## config.mk

```make
export PLATFORM = sky130hd
export DESIGN_NAME = lsu_ecc_scrub_ctl_flat
export DESIGN_NICKNAME = d
export VERILOG_FILES = /design/src/rtl/lsu_ecc_scrub_ctl_pkg.sv /design/src/rtl/lsu_ecc_scrub_ctl_if.sv /design/src/rtl/lsu_ecc_scrub_fifo.sv /design/src/rtl/lsu_ecc_scrub_ctl.sv /design/src/flat_wrapper.sv
export SDC_FILE = /design/constraint.sdc
export NUM_CORES = 1
export LEC_CHECK = 0
export ABC_AREA = 1
export CORE_UTILIZATION = 55
export CTS_BUF_LIST = sky130_fd_sc_hd__clkbuf_8
export CTS_CLUSTER_DIAMETER = 80
export DETAILED_ROUTE_END_ITERATION = 10
export PLACE_DENSITY = 0.78
export REMOVE_ABC_BUFFERS = 1
export SYNTH_ARGS = -nofsm -noshare
export SYNTH_HDL_FRONTEND = slang
export SYNTH_SLANG_ARGS = --single-unit
```

## constraint.sdc

```tcl
create_clock -name clk -period 3.3 [get_ports clk]
set_input_delay 0.495 -clock clk [delete_from_list [all_inputs] [get_ports clk]]
set_output_delay 0.495 -clock clk [all_outputs]
set_load 0.03 [all_outputs]
```

## src/rtl/lsu_ecc_scrub_ctl_pkg.sv

```systemverilog
// Shared types for the DCCM ECC scrub path: widths, queue entry, ECC encode.
// Imported by the scrub interface, queue and controller.
package lsu_ecc_scrub_ctl_pkg;

  localparam int DCCM_BITS  = 16;
  localparam int DATA_WIDTH = 32;
  localparam int ECC_WIDTH  = 7;
  localparam int DEPTH      = 2;
  localparam int STARVE_MAX = 7;

  localparam int PTR_W = $clog2(DEPTH);
  localparam int CNT_W = $clog2(DEPTH + 1);
  localparam int STV_W = $clog2(STARVE_MAX + 1);

  typedef logic [DCCM_BITS-1:2] waddr_t;

  typedef struct packed {
    logic                  valid;
    waddr_t                addr;
    logic [DATA_WIDTH-1:0] data;
  } scrub_entry_t;

  function automatic logic [ECC_WIDTH-1:0] rvecc_encode(
    input logic [DATA_WIDTH-1:0] din
  );
    logic [ECC_WIDTH-1:0] e;
    e[0] = ^(din & 32'h56AA_AD5B);
    e[1] = ^(din & 32'h9B33_366D);
    e[2] = ^(din & 32'hE3C3_C78E);
    e[3] = ^(din & 32'h03FC_07F0);
    e[4] = ^(din & 32'h03FF_F800);
    e[5] = ^(din & 32'hFC00_0000);
    // overall parity makes the code SECDED
    e[6] = ^{din, e[5:0]};
    return e;
  endfunction

endpackage

```

## src/rtl/lsu_ecc_scrub_ctl_if.sv

```systemverilog
// Shared DCCM write port bundle: stbuf request/grant and scrub write.
// master = scrub controller, slave = store buffer / DCCM side.
interface lsu_ecc_scrub_ctl_if;
  import lsu_ecc_scrub_ctl_pkg::*;

  logic                  stbuf_reqvld_any;
  logic [DCCM_BITS-1:0]  stbuf_addr_any;
  logic                  stbuf_grant_any;
  logic                  scrub_wren;
  logic [DCCM_BITS-1:0]  scrub_wr_addr;
  logic [DATA_WIDTH-1:0] scrub_wr_data;
  logic [ECC_WIDTH-1:0]  scrub_wr_ecc;

  modport master (
    input  stbuf_reqvld_any, stbuf_addr_any,
    output stbuf_grant_any, scrub_wren,
    output scrub_wr_addr, scrub_wr_data, scrub_wr_ecc
  );

  modport slave (
    output stbuf_reqvld_any, stbuf_addr_any,
    input  stbuf_grant_any, scrub_wren,
    input  scrub_wr_addr, scrub_wr_data, scrub_wr_ecc
  );

endinterface

```

## src/rtl/lsu_ecc_scrub_fifo.sv

```systemverilog
// Scrub queue: circular FIFO with count, up to two writes per cycle and
// word-address invalidate. Ports: flush, wr0/wr1, deq, inv, head, count.
module lsu_ecc_scrub_fifo
  import lsu_ecc_scrub_ctl_pkg::*;
(
  input  logic             clk,
  input  logic             rst_l,
  input  logic             i_flush,
  input  logic             i_wr0_vld,
  input  scrub_entry_t     i_wr0,
  input  logic             i_wr1_vld,
  input  scrub_entry_t     i_wr1,
  input  logic             i_deq,
  input  logic             i_inv_vld,
  input  waddr_t           i_inv_addr,
  output scrub_entry_t     o_head,
  output logic [CNT_W-1:0] o_count
);

  scrub_entry_t     r_q [DEPTH];
  logic [PTR_W-1:0] r_wr_ptr;
  logic [PTR_W-1:0] r_rd_ptr;
  logic [CNT_W-1:0] r_count;
  logic [PTR_W-1:0] w_wr_ptr1;

  assign w_wr_ptr1 = r_wr_ptr + PTR_W'(1);
  assign o_head    = r_q[r_rd_ptr];
  assign o_count   = r_count;

  // later writes win: invalidate, then dequeue, then enqueue,
  // so a full queue can dequeue and refill the same slot
  always_ff @(posedge clk or negedge rst_l) begin
    if (!rst_l) begin
      for (int i = 0; i < DEPTH; i++) r_q[i] <= '0;
      r_wr_ptr <= '0;
      r_rd_ptr <= '0;
      r_count  <= '0;
    end else if (i_flush) begin
      for (int i = 0; i < DEPTH; i++) r_q[i].valid <= 1'b0;
      r_wr_ptr <= '0;
      r_rd_ptr <= '0;
      r_count  <= '0;
    end else begin
      if (i_inv_vld) begin
        for (int i = 0; i < DEPTH; i++) begin
          if (r_q[i].valid && r_q[i].addr == i_inv_addr)
            r_q[i].valid <= 1'b0;
        end
      end
      if (i_deq) begin
        r_q[r_rd_ptr].valid <= 1'b0;
        r_rd_ptr <= r_rd_ptr + PTR_W'(1);
      end
      if (i_wr0_vld) r_q[r_wr_ptr] <= i_wr0;
      if (i_wr1_vld) r_q[w_wr_ptr1] <= i_wr1;
      r_wr_ptr <= r_wr_ptr + PTR_W'(i_wr0_vld)
                           + PTR_W'(i_wr1_vld);
      r_count  <= r_count - CNT_W'(i_deq)
                          + CNT_W'(i_wr0_vld)
                          + CNT_W'(i_wr1_vld);
    end
  end

endmodule

```

## src/rtl/lsu_ecc_scrub_ctl.sv

```systemverilog
// Stages dc3 ECC corrections, queues them at dc4 commit and arbitrates
// the DCCM write port (bus) against stbuf drain; overflow/pending flags.
module lsu_ecc_scrub_ctl
  import lsu_ecc_scrub_ctl_pkg::*;
(
  input  logic                  clk,
  input  logic                  rst_l,
  input  logic                  dec_tlu_core_ecc_disable,
  input  logic                  single_ecc_error_hi_dc3,
  input  logic                  single_ecc_error_lo_dc3,
  input  logic                  lsu_double_ecc_error_dc3,
  input  logic [DCCM_BITS-1:0]  lsu_addr_dc3,
  input  logic [DCCM_BITS-1:0]  end_addr_dc3,
  input  logic [DATA_WIDTH-1:0] sec_data_hi_dc3,
  input  logic [DATA_WIDTH-1:0] sec_data_lo_dc3,
  input  logic                  lsu_commit_dc4,
  lsu_ecc_scrub_ctl_if.master   bus,
  output logic                  scrub_overflow,
  output logic                  scrub_pending
);

  localparam logic [CNT_W-1:0] C_FULL   = CNT_W'(DEPTH);
  localparam logic [CNT_W-1:0] C_FULLM1 = CNT_W'(DEPTH - 1);
  localparam logic [STV_W-1:0] C_SMAX   = STV_W'(STARVE_MAX);

  logic             w_dis;
  waddr_t           w_sb_wa;
  scrub_entry_t     w_cap_lo, w_cap_hi;
  scrub_entry_t     r_stg_lo, r_stg_hi;
  scrub_entry_t     w_head, w_wr0;
  logic [CNT_W-1:0] w_count;
  logic [STV_W-1:0] r_starve_cnt;
  logic w_pending, w_full, w_head_ok, w_sel;
  logic w_grant, w_skip, w_deq;
  logic w_lo_req, w_hi_req, w_free1, w_free2;
  logic w_enq_lo, w_enq_hi;
  logic w_unused;

  assign w_dis   = dec_tlu_core_ecc_disable;
  assign w_sb_wa = bus.stbuf_addr_any[DCCM_BITS-1:2];
  assign w_unused = ^{lsu_addr_dc3[1:0], end_addr_dc3[1:0],
                      bus.stbuf_addr_any[1:0]};

  assign w_cap_lo = '{
    valid: single_ecc_error_lo_dc3 & ~lsu_double_ecc_error_dc3 & ~w_dis,
    addr:  lsu_addr_dc3[DCCM_BITS-1:2],
    data:  sec_data_lo_dc3};
  assign w_cap_hi = '{
    valid: single_ecc_error_hi_dc3 & ~lsu_double_ecc_error_dc3 & ~w_dis,
    addr:  end_addr_dc3[DCCM_BITS-1:2],
    data:  sec_data_hi_dc3};

  always_ff @(posedge clk or negedge rst_l) begin
    if (!rst_l) begin
      r_stg_lo <= '0;
      r_stg_hi <= '0;
    end else begin
      r_stg_lo <= w_cap_lo;
      r_stg_hi <= w_cap_hi;
    end
  end

  assign w_pending = (w_count != '0);
  assign w_full    = (w_count == C_FULL);
  assign w_head_ok = w_pending & w_head.valid;
  // an invalidated head never wins the port; it is skipped instead
  assign w_sel   = ~w_dis & w_head_ok &
                   (~bus.stbuf_reqvld_any | w_full |
                    (r_starve_cnt == C_SMAX));
  assign w_grant = bus.stbuf_reqvld_any & ~w_sel;
  assign w_skip  = ~w_dis & w_pending & ~w_head.valid;
  assign w_deq   = w_sel | w_skip;

  // a granted stbuf word supersedes a correction to the same word
  assign w_lo_req = r_stg_lo.valid & lsu_commit_dc4 & ~w_dis &
                    ~(w_grant & (r_stg_lo.addr == w_sb_wa));
  assign w_hi_req = r_stg_hi.valid & lsu_commit_dc4 & ~w_dis &
                    ~(w_grant & (r_stg_hi.addr == w_sb_wa));

  // slots free after this cycle's dequeue
  assign w_free1 = (w_count != C_FULL) | w_deq;
  assign w_free2 = (w_count < C_FULLM1) |
                   ((w_count == C_FULLM1) & w_deq);

  assign w_enq_lo = w_lo_req & w_free1;
  assign w_enq_hi = w_hi_req & (w_enq_lo ? w_free2 : w_free1);
  assign w_wr0    = w_enq_lo ? r_stg_lo : r_stg_hi;

  assign scrub_overflow = (w_lo_req & ~w_enq_lo) |
                          (w_hi_req & ~w_enq_hi);

  lsu_ecc_scrub_fifo u_fifo (
    .clk        (clk),
    .rst_l      (rst_l),
    .i_flush    (w_dis),
    .i_wr0_vld  (w_enq_lo | w_enq_hi),
    .i_wr0      (w_wr0),
    .i_wr1_vld  (w_enq_lo & w_enq_hi),
    .i_wr1      (r_stg_hi),
    .i_deq      (w_deq),
    .i_inv_vld  (w_grant),
    .i_inv_addr (w_sb_wa),
    .o_head     (w_head),
    .o_count    (w_count)
  );

  always_ff @(posedge clk or negedge rst_l) begin
    if (!rst_l) begin
      r_starve_cnt <= '0;
    end else if (w_dis || !w_pending || w_sel) begin
      r_starve_cnt <= '0;
    end else if (w_grant && r_starve_cnt != C_SMAX) begin
      r_starve_cnt <= r_starve_cnt + STV_W'(1);
    end
  end

  assign bus.stbuf_grant_any = w_grant;
  assign bus.scrub_wren      = w_sel;
  assign bus.scrub_wr_addr   = {w_head.addr, 2'b00};
  assign bus.scrub_wr_data   = w_head.data;
  assign bus.scrub_wr_ecc    = rvecc_encode(w_head.data);
  assign scrub_pending       = w_pending;

endmodule

```

## src/flat_wrapper.sv

```systemverilog
// flat-port wrapper written by rule: the top's interface ports become plain ports
module lsu_ecc_scrub_ctl_flat import lsu_ecc_scrub_ctl_pkg::*;
  (clk, rst_l, dec_tlu_core_ecc_disable, single_ecc_error_hi_dc3, single_ecc_error_lo_dc3, lsu_double_ecc_error_dc3, lsu_addr_dc3, end_addr_dc3, sec_data_hi_dc3, sec_data_lo_dc3, lsu_commit_dc4, scrub_overflow, scrub_pending, bus_stbuf_reqvld_any, bus_stbuf_addr_any, bus_stbuf_grant_any, bus_scrub_wren, bus_scrub_wr_addr, bus_scrub_wr_data, bus_scrub_wr_ecc);
  lsu_ecc_scrub_ctl_if bus_i ();
  input  logic clk;
  input  logic rst_l;
  input  logic dec_tlu_core_ecc_disable;
  input  logic single_ecc_error_hi_dc3;
  input  logic single_ecc_error_lo_dc3;
  input  logic lsu_double_ecc_error_dc3;
  input  logic [DCCM_BITS-1:0] lsu_addr_dc3;
  input  logic [DCCM_BITS-1:0] end_addr_dc3;
  input  logic [DATA_WIDTH-1:0] sec_data_hi_dc3;
  input  logic [DATA_WIDTH-1:0] sec_data_lo_dc3;
  input  logic lsu_commit_dc4;
  output logic scrub_overflow;
  output logic scrub_pending;
  input wire logic [$bits(bus_i.stbuf_reqvld_any)-1:0] bus_stbuf_reqvld_any;
  input wire logic [$bits(bus_i.stbuf_addr_any)-1:0] bus_stbuf_addr_any;
  output wire logic [$bits(bus_i.stbuf_grant_any)-1:0] bus_stbuf_grant_any;
  output wire logic [$bits(bus_i.scrub_wren)-1:0] bus_scrub_wren;
  output wire logic [$bits(bus_i.scrub_wr_addr)-1:0] bus_scrub_wr_addr;
  output wire logic [$bits(bus_i.scrub_wr_data)-1:0] bus_scrub_wr_data;
  output wire logic [$bits(bus_i.scrub_wr_ecc)-1:0] bus_scrub_wr_ecc;
  assign bus_i.stbuf_reqvld_any = bus_stbuf_reqvld_any;
  assign bus_i.stbuf_addr_any = bus_stbuf_addr_any;
  assign bus_stbuf_grant_any = bus_i.stbuf_grant_any;
  assign bus_scrub_wren = bus_i.scrub_wren;
  assign bus_scrub_wr_addr = bus_i.scrub_wr_addr;
  assign bus_scrub_wr_data = bus_i.scrub_wr_data;
  assign bus_scrub_wr_ecc = bus_i.scrub_wr_ecc;
  lsu_ecc_scrub_ctl u_core (.clk(clk), .rst_l(rst_l), .dec_tlu_core_ecc_disable(dec_tlu_core_ecc_disable), .single_ecc_error_hi_dc3(single_ecc_error_hi_dc3), .single_ecc_error_lo_dc3(single_ecc_error_lo_dc3), .lsu_double_ecc_error_dc3(lsu_double_ecc_error_dc3), .lsu_addr_dc3(lsu_addr_dc3), .end_addr_dc3(end_addr_dc3), .sec_data_hi_dc3(sec_data_hi_dc3), .sec_data_lo_dc3(sec_data_lo_dc3), .lsu_commit_dc4(lsu_commit_dc4), .bus(bus_i), .scrub_overflow(scrub_overflow), .scrub_pending(scrub_pending));
endmodule
```

; ---- After elaboration in Yosys (flattened, before gate mapping)
; Cells that the tools add are included.
[classes]
addsub = 8
mul = 0
div = 0
order_cmp = 7
eq_ne = 9
shifts = 0
n_mux = 33
n_bitwise = 43
reduce_logical = 19
[ops]
columns = operator, n
row1 = two-way mux 94 bit, 5
row2 = two-way mux 47 bit, 7
row3 = bitwise mux 94 bit, 3
row4 = XOR reduction 32 bit, 6
row5 = demux 47 bit (select 1 bit), 3
row6 = == test 14 bit, 4
row7 = XOR reduction 38 bit, 1
row8 = AND 1 bit, 24
row9 = two-way mux 1 bit, 12
row10 = inverter 1 bit, 9
row11 = "less-than comparator 2 x 1 -> 1 bit, second input constant", 4
row12 = OR 1 bit, 7
row13 = ">= comparator 2 bit, second input constant", 3
row14 = logical AND 1 bit, 6
row15 = two-way mux 3 bit, 2
row16 = inverter 1 -> 2 bit, 3
row17 = nonzero test 2 bit, 3
row18 = adder 2 x 1 -> 2 bit, 2
row19 = "adder 3 x 1 -> 3 bit, second input constant", 1
row20 = "== test 3 bit, second input constant", 1
row21 = "inequality test 3 bit, second input constant", 1
row22 = adder 1 bit, 2
row23 = "adder 1 bit, second input constant", 2
row24 = "== test 2 x 1 -> 1 bit, second input constant", 1
row25 = 6 further kinds, 7
[totals]
register_bits = 195
latch_bits = 0
ram_bits = 0
mem_bits_ro = 0
output_inout_bits = 59
n_memories = 0

; ---- Logic depth before layout (Yosys ltp)
[logic_depth]
word_depth = 21
ltp_mapped = 22

; ---- Hierarchy
; A second synthesis with hierarchy kept.
[unflattened]
hier_cells = 1556
area_unflattened_um2 = 11158.2
[by_module_without_submodules]
columns = module, n_inst, cells_per_inst, area_per_inst_um2
row1 = lsu_ecc_scrub_fifo, 1, 838, 5919.4
row2 = lsu_ecc_scrub_ctl, 1, 718, 5238.8

; ---- Least setup slack after synthesis
; OpenSTA, ideal clock, no wires.
[synth_path]
path_kind = flip-flop to output port
start = reg u_core.u_fifo.r_rd_ptr
end = out bus_scrub_wr_ecc[6]
t_arrival_ns = 2.860
t_required_ns = 2.805
slack_ns = -0.055
stages_incl_launch_ff = 18
path_cell_list = dfrtp_1 buf_4 buf_4 o21ai_0 nand2_1 nand2_1 nand2_1 nand2_1 nand2_1 nand2_1 nand3_1 nand2_1 nand3_1 nand2_1 nand2_1 nand2_1 nand2_1 nand2_1
[synth_between]
elab_chain_len = 6
[synth_rtl]
columns = element, line_no
row1 = "start, declared", lsu_ecc_scrub_fifo.sv:22  ; logic [PTR_W-1:0] r_rd_ptr;
row2 = "start signal, assigned", lsu_ecc_scrub_fifo.sv:52  ; r_rd_ptr <= r_rd_ptr + PTR_W'(1);
row3 = inverter 1 -> 2 bit (not written as such), lsu_ecc_scrub_fifo.sv:27  ; assign o_head = r_q[r_rd_ptr];
row4 = two-way mux 47 bit (not written as such) (3 in series), lsu_ecc_scrub_fifo.sv:27
row5 = via bus_scrub_wr_data[26], flat_wrapper.sv:23  ; output wire logic [$bits(bus_i.scrub_wr_data)-1:0] bus_scrub_wr_data;
row6 = XOR reduction 32 bit, lsu_ecc_scrub_ctl_pkg.sv:27  ; e[0] = ^(din & 32'h56AA_AD5B);
row7 = via bus_scrub_wr_ecc[0], flat_wrapper.sv:24  ; output wire logic [$bits(bus_i.scrub_wr_ecc)-1:0] bus_scrub_wr_ecc;
row8 = XOR reduction 38 bit, lsu_ecc_scrub_ctl_pkg.sv:34  ; e[6] = ^{din, e[5:0]};
row9 = "end, declared", flat_wrapper.sv:24
; The timed path passes the listed nets, and every way through them passes these cells. The select of a mux whose other input is x is not followed.

; ---- Final worst setup path
[layout_path]
start = reg u_core.u_fifo.r_rd_ptr
end = out bus_scrub_wr_ecc[6]
[layout_between]
elab_chain_len = 6
[layout_rtl]
columns = element, line_no
row1 = inverter 1 -> 2 bit (not written as such) *, lsu_ecc_scrub_fifo.sv:27
row2 = two-way mux 47 bit (not written as such) * (3 in series), lsu_ecc_scrub_fifo.sv:27
row3 = XOR reduction 32 bit (tied with other cells), lsu_ecc_scrub_ctl_pkg.sv:27
row4 = XOR reduction 38 bit *, lsu_ecc_scrub_ctl_pkg.sv:34
; Mark *: on every way between the ends. The rest lies on a longest branch, timed or not. The select of a mux whose other input is x is not followed.

==> qor.txt <==
Outcome: finished with violations
Failing checks: hold timing, setup timing
CTS H-tree lvls: 4
Library cells used by synthesis: 33
Routed len/inst: 16.5 um
Synth Cell Area: 0.0130 mm^2
Place WS: 0.0494 ns
GP Congestion: 0.919
Worst slew pin tran: 0.637 ns
Root Driver: clkbuf_8
Core Region: 0.0228 mm^2
Worst setup margin: -0.136 ns
Skew final: 0.0191 ns
CP arrival: 2.94 ns
Drt pass-1 iters: 6
Final Hold Viols: 7
TritonCTS clock tree: built
First-pass GRT wire length: 63200 um
Nets: 2370
Peak VDD IR: 1.54 mV
FF-to-FF setup slack: 0.17 ns
Min Tclk post-route: 3.44 ns
DP HPWL: 25900 um
Placed cell area: 0.0151 mm^2
Pin count of the biggest net entering global routing: 85
Global route overflow: 0
Avg Vias per Cell: 5.50
Multi-input logic area: 0.00754 mm^2
Full die area: 0.0242 mm^2
Slew HR: 0.575
WS Path Type: flip-flop to output port
Die Y: 156 um
Die W: 156 um
Finished Cell Area: 0.0171 mm^2
R2R depth: 20
Logic pwr share: 0.651
Ports: 179
CTS Hold Bufs: 0
First DRT Iteration DRCs: 1256
Hold Crit Class: input pin to asynchronous set/reset pin
CP Data Required Time: 2.80 ns
Worst-skew pair later-pin latency: 0.49 ns
Startpoint types: flip-flop
Setup-failing EPs final: 1
Flop pwr share: 0.228
Internal power: 6.70 mW
Filler Cells Inserted: 1763
Synth Register Bits: 195
Critical Path End Type: output port
Cell row count: 55
Register area: 0.00488 mm^2
Antenna cells: 0
CTS clk-pin slew, worst paths: 0.12 ns
Max cap viols: 0
Fin. max-slew vios: 0
Post-Syn Area per Cell: 6.31 um^2
Fraction of final layout cells sized beyond drive strength 1: 0.182
PwrDens: 793 mW/mm^2
Switching share of power: 0.505
Critical path peak fanout: 8
Initial Util: 0.567
Vias: 14.1k
Port bufs: 170
CTS Sinks: 195
Syn. warnings: 0
GR Util All Layers: 0.333
Mapped Cells: 2055
Period Utilization, post-route: 1.04
WHS: -0.0257 ns
Initial antenna violation count: 0
Antenna-violating nets left: 0
Remaining DRCs: 0
Vias in the first global route: 13.0k
Max Root-Sink Buffers: 2
Dpl cells: 2497
Clock buffer count from CTS: 17
Area Overhead vs Synth: 31.8%
Register area share after synthesis: 0.376
Clock share of power: 0.121
FMAX: 291 MHz
P_leak: 9.32 nW
RSZ-0062 raised after global routing: yes
Fin cells: 2572
Net switching power: 6.84 mW
Final WL: 42500 um
[logic make-up (layout without fill, tap and decap cells)]
family / count (synthesis) / count (layout) / synth area share
adders and majority gates: 4 / 4 / 0.00444
DFF: 195 / 195 / 0.376
and+or+nand+nor: 1377 / 1377 / 0.433
other: 1 / 2 / 0.000289
xor gates and xnor gates: 36 / 36 / 0.0243
buffers and inverters: 356 / 559 / 0.118
AOI/OAI and AO/OA: 86 / 86 / 0.0436
[critical path: stages, from the launching register on]
cell and delay (ns):
dfrtp_2 0.44, buf_12 0.13, buf_12 0.15, clkbuf_16 0.20, nand2_4 0.07, nand2_4 0.10
nand2_4 0.06, nand2_1 0.14, nand3_2 0.12, nand2_2 0.09, nand2_2 0.08, nand3_2 0.06
nand2_1 0.08, inv_1 0.08, nand3_2 0.06, nand2_2 0.08, inv_1 0.05, nand2_1 0.07
nand2_2 0.08, inv_2 0.06, nand2_2 0.04, nand2_2 0.06, buf_6 0.12
[Yosys cell counts (all sizes together)]
master	number	area (um^2)
o211ai	51	383
nor3b	3	22.5
nor2	22	101
buf	67	440
o21ai	29	153
ha	3	37.5
nand2	1082	4080
xor2	14	123
xnor2	22	193
clkbuf	28	105
inv	261	980
conb	1	3.75
dfrtp	195	4880
fa	1	20.0
nand3	252	1300
or2	2	12.5
nor4	3	18.8
nor3	2	15.0
a21oi	6	30.0
nand4	11	68.8
[power groups by stage]
stage                     sequential (mW)  combinational (mW)  clock (mW)
final                                3.09                8.82        1.64
after global routing                 3.13                9.50        1.75
after CTS                            3.07                6.93        1.64
after detailed placement             3.11                6.29           0
after global placement               3.09                6.12           0
after floorplan                      3.08                4.31           0
[per-stage QoR]
stage,power [mW],setup TNS (ns),utilization
floorplan,7.38,-228.97,-
global placement,9.22,0,0.660
detailed placement,9.40,0,0.660
CTS,11.6,-0.0483,0.703
global route,14.4,-0.271,0.748
finish,13.5,-0.136,0.748
[layer usage]
metal,vias up,GRT usage,wire length [um]
met5,-,0,0
met4,0,0.147,1920
met3,152,0.0437,3390
met2,724,0.579,20500
met1,6593,0.413,16700
li1,6675,-,-
[final timing paths]
kind	from	to
setup / recovery	u_core.u_fifo.r_rd_ptr	bus_scrub_wr_ecc[6]
hold / removal	rst_l	u_core.u_fifo.r_q[2]
setup reg to reg	u_core.u_fifo.r_rd_ptr	u_core.u_fifo.r_q[68]
hold reg to reg	u_core.u_fifo.r_q[1]	u_core.u_fifo.r_q[1]
max in group asynchronous	rst_l	u_core.u_fifo.r_q[41]
min in group clk	sec_data_lo_dc3[9]	u_core.r_stg_lo[9]
[cell type report]
class | count | area share
multi-input cells | 1505 | 0.442
flip-flops and latches | 195 | 0.286
repair buffers | 266 | 0.168
inverters | 261 | 0.0578
well taps | 313 | 0.0229
clock buffers | 17 | 0.0137
clock inverters | 15 | 0.00982
[flip-flops by register name (all words and copies together) (netlist names)]
register / flops
u_core.r_starve_cnt: 3
u_core.r_stg_hi: 47
u_core.r_stg_lo: 47
u_core.u_fifo.o_count: 2
u_core.u_fifo.r_q: 94
u_core.u_fifo.r_rd_ptr: 1
u_core.u_fifo.r_wr_ptr: 1
[cell usage in the layout, fill, tap and decap left out, types with 18 or more instances in the layout]
cell type | Yosys | routed
buf_12 | 0 | 22
buf_4 | 15 | 71
clkbuf_8 | 0 | 18
clkdlybuf4s50_1 | 0 | 155
dfrtp_1 | 195 | 193
inv_1 | 252 | 239
inv_2 | 9 | 21
nand2_1 | 1076 | 893
nand2_2 | 5 | 152
nand2_4 | 1 | 37
nand3_1 | 248 | 214
nand3_2 | 2 | 32
nor2_1 | 20 | 18
o211ai_1 | 51 | 51
xnor2_1 | 22 | 22
[timing repair]
item                       4_1_cts  5_1_grt
setup endpoints to repair        1       25
buffers inserted                13       21
gates resized for setup         78      245
pin swaps                       15      112
cloned                           6        4
No activity file was read; power rests on OpenSTA's default activity.
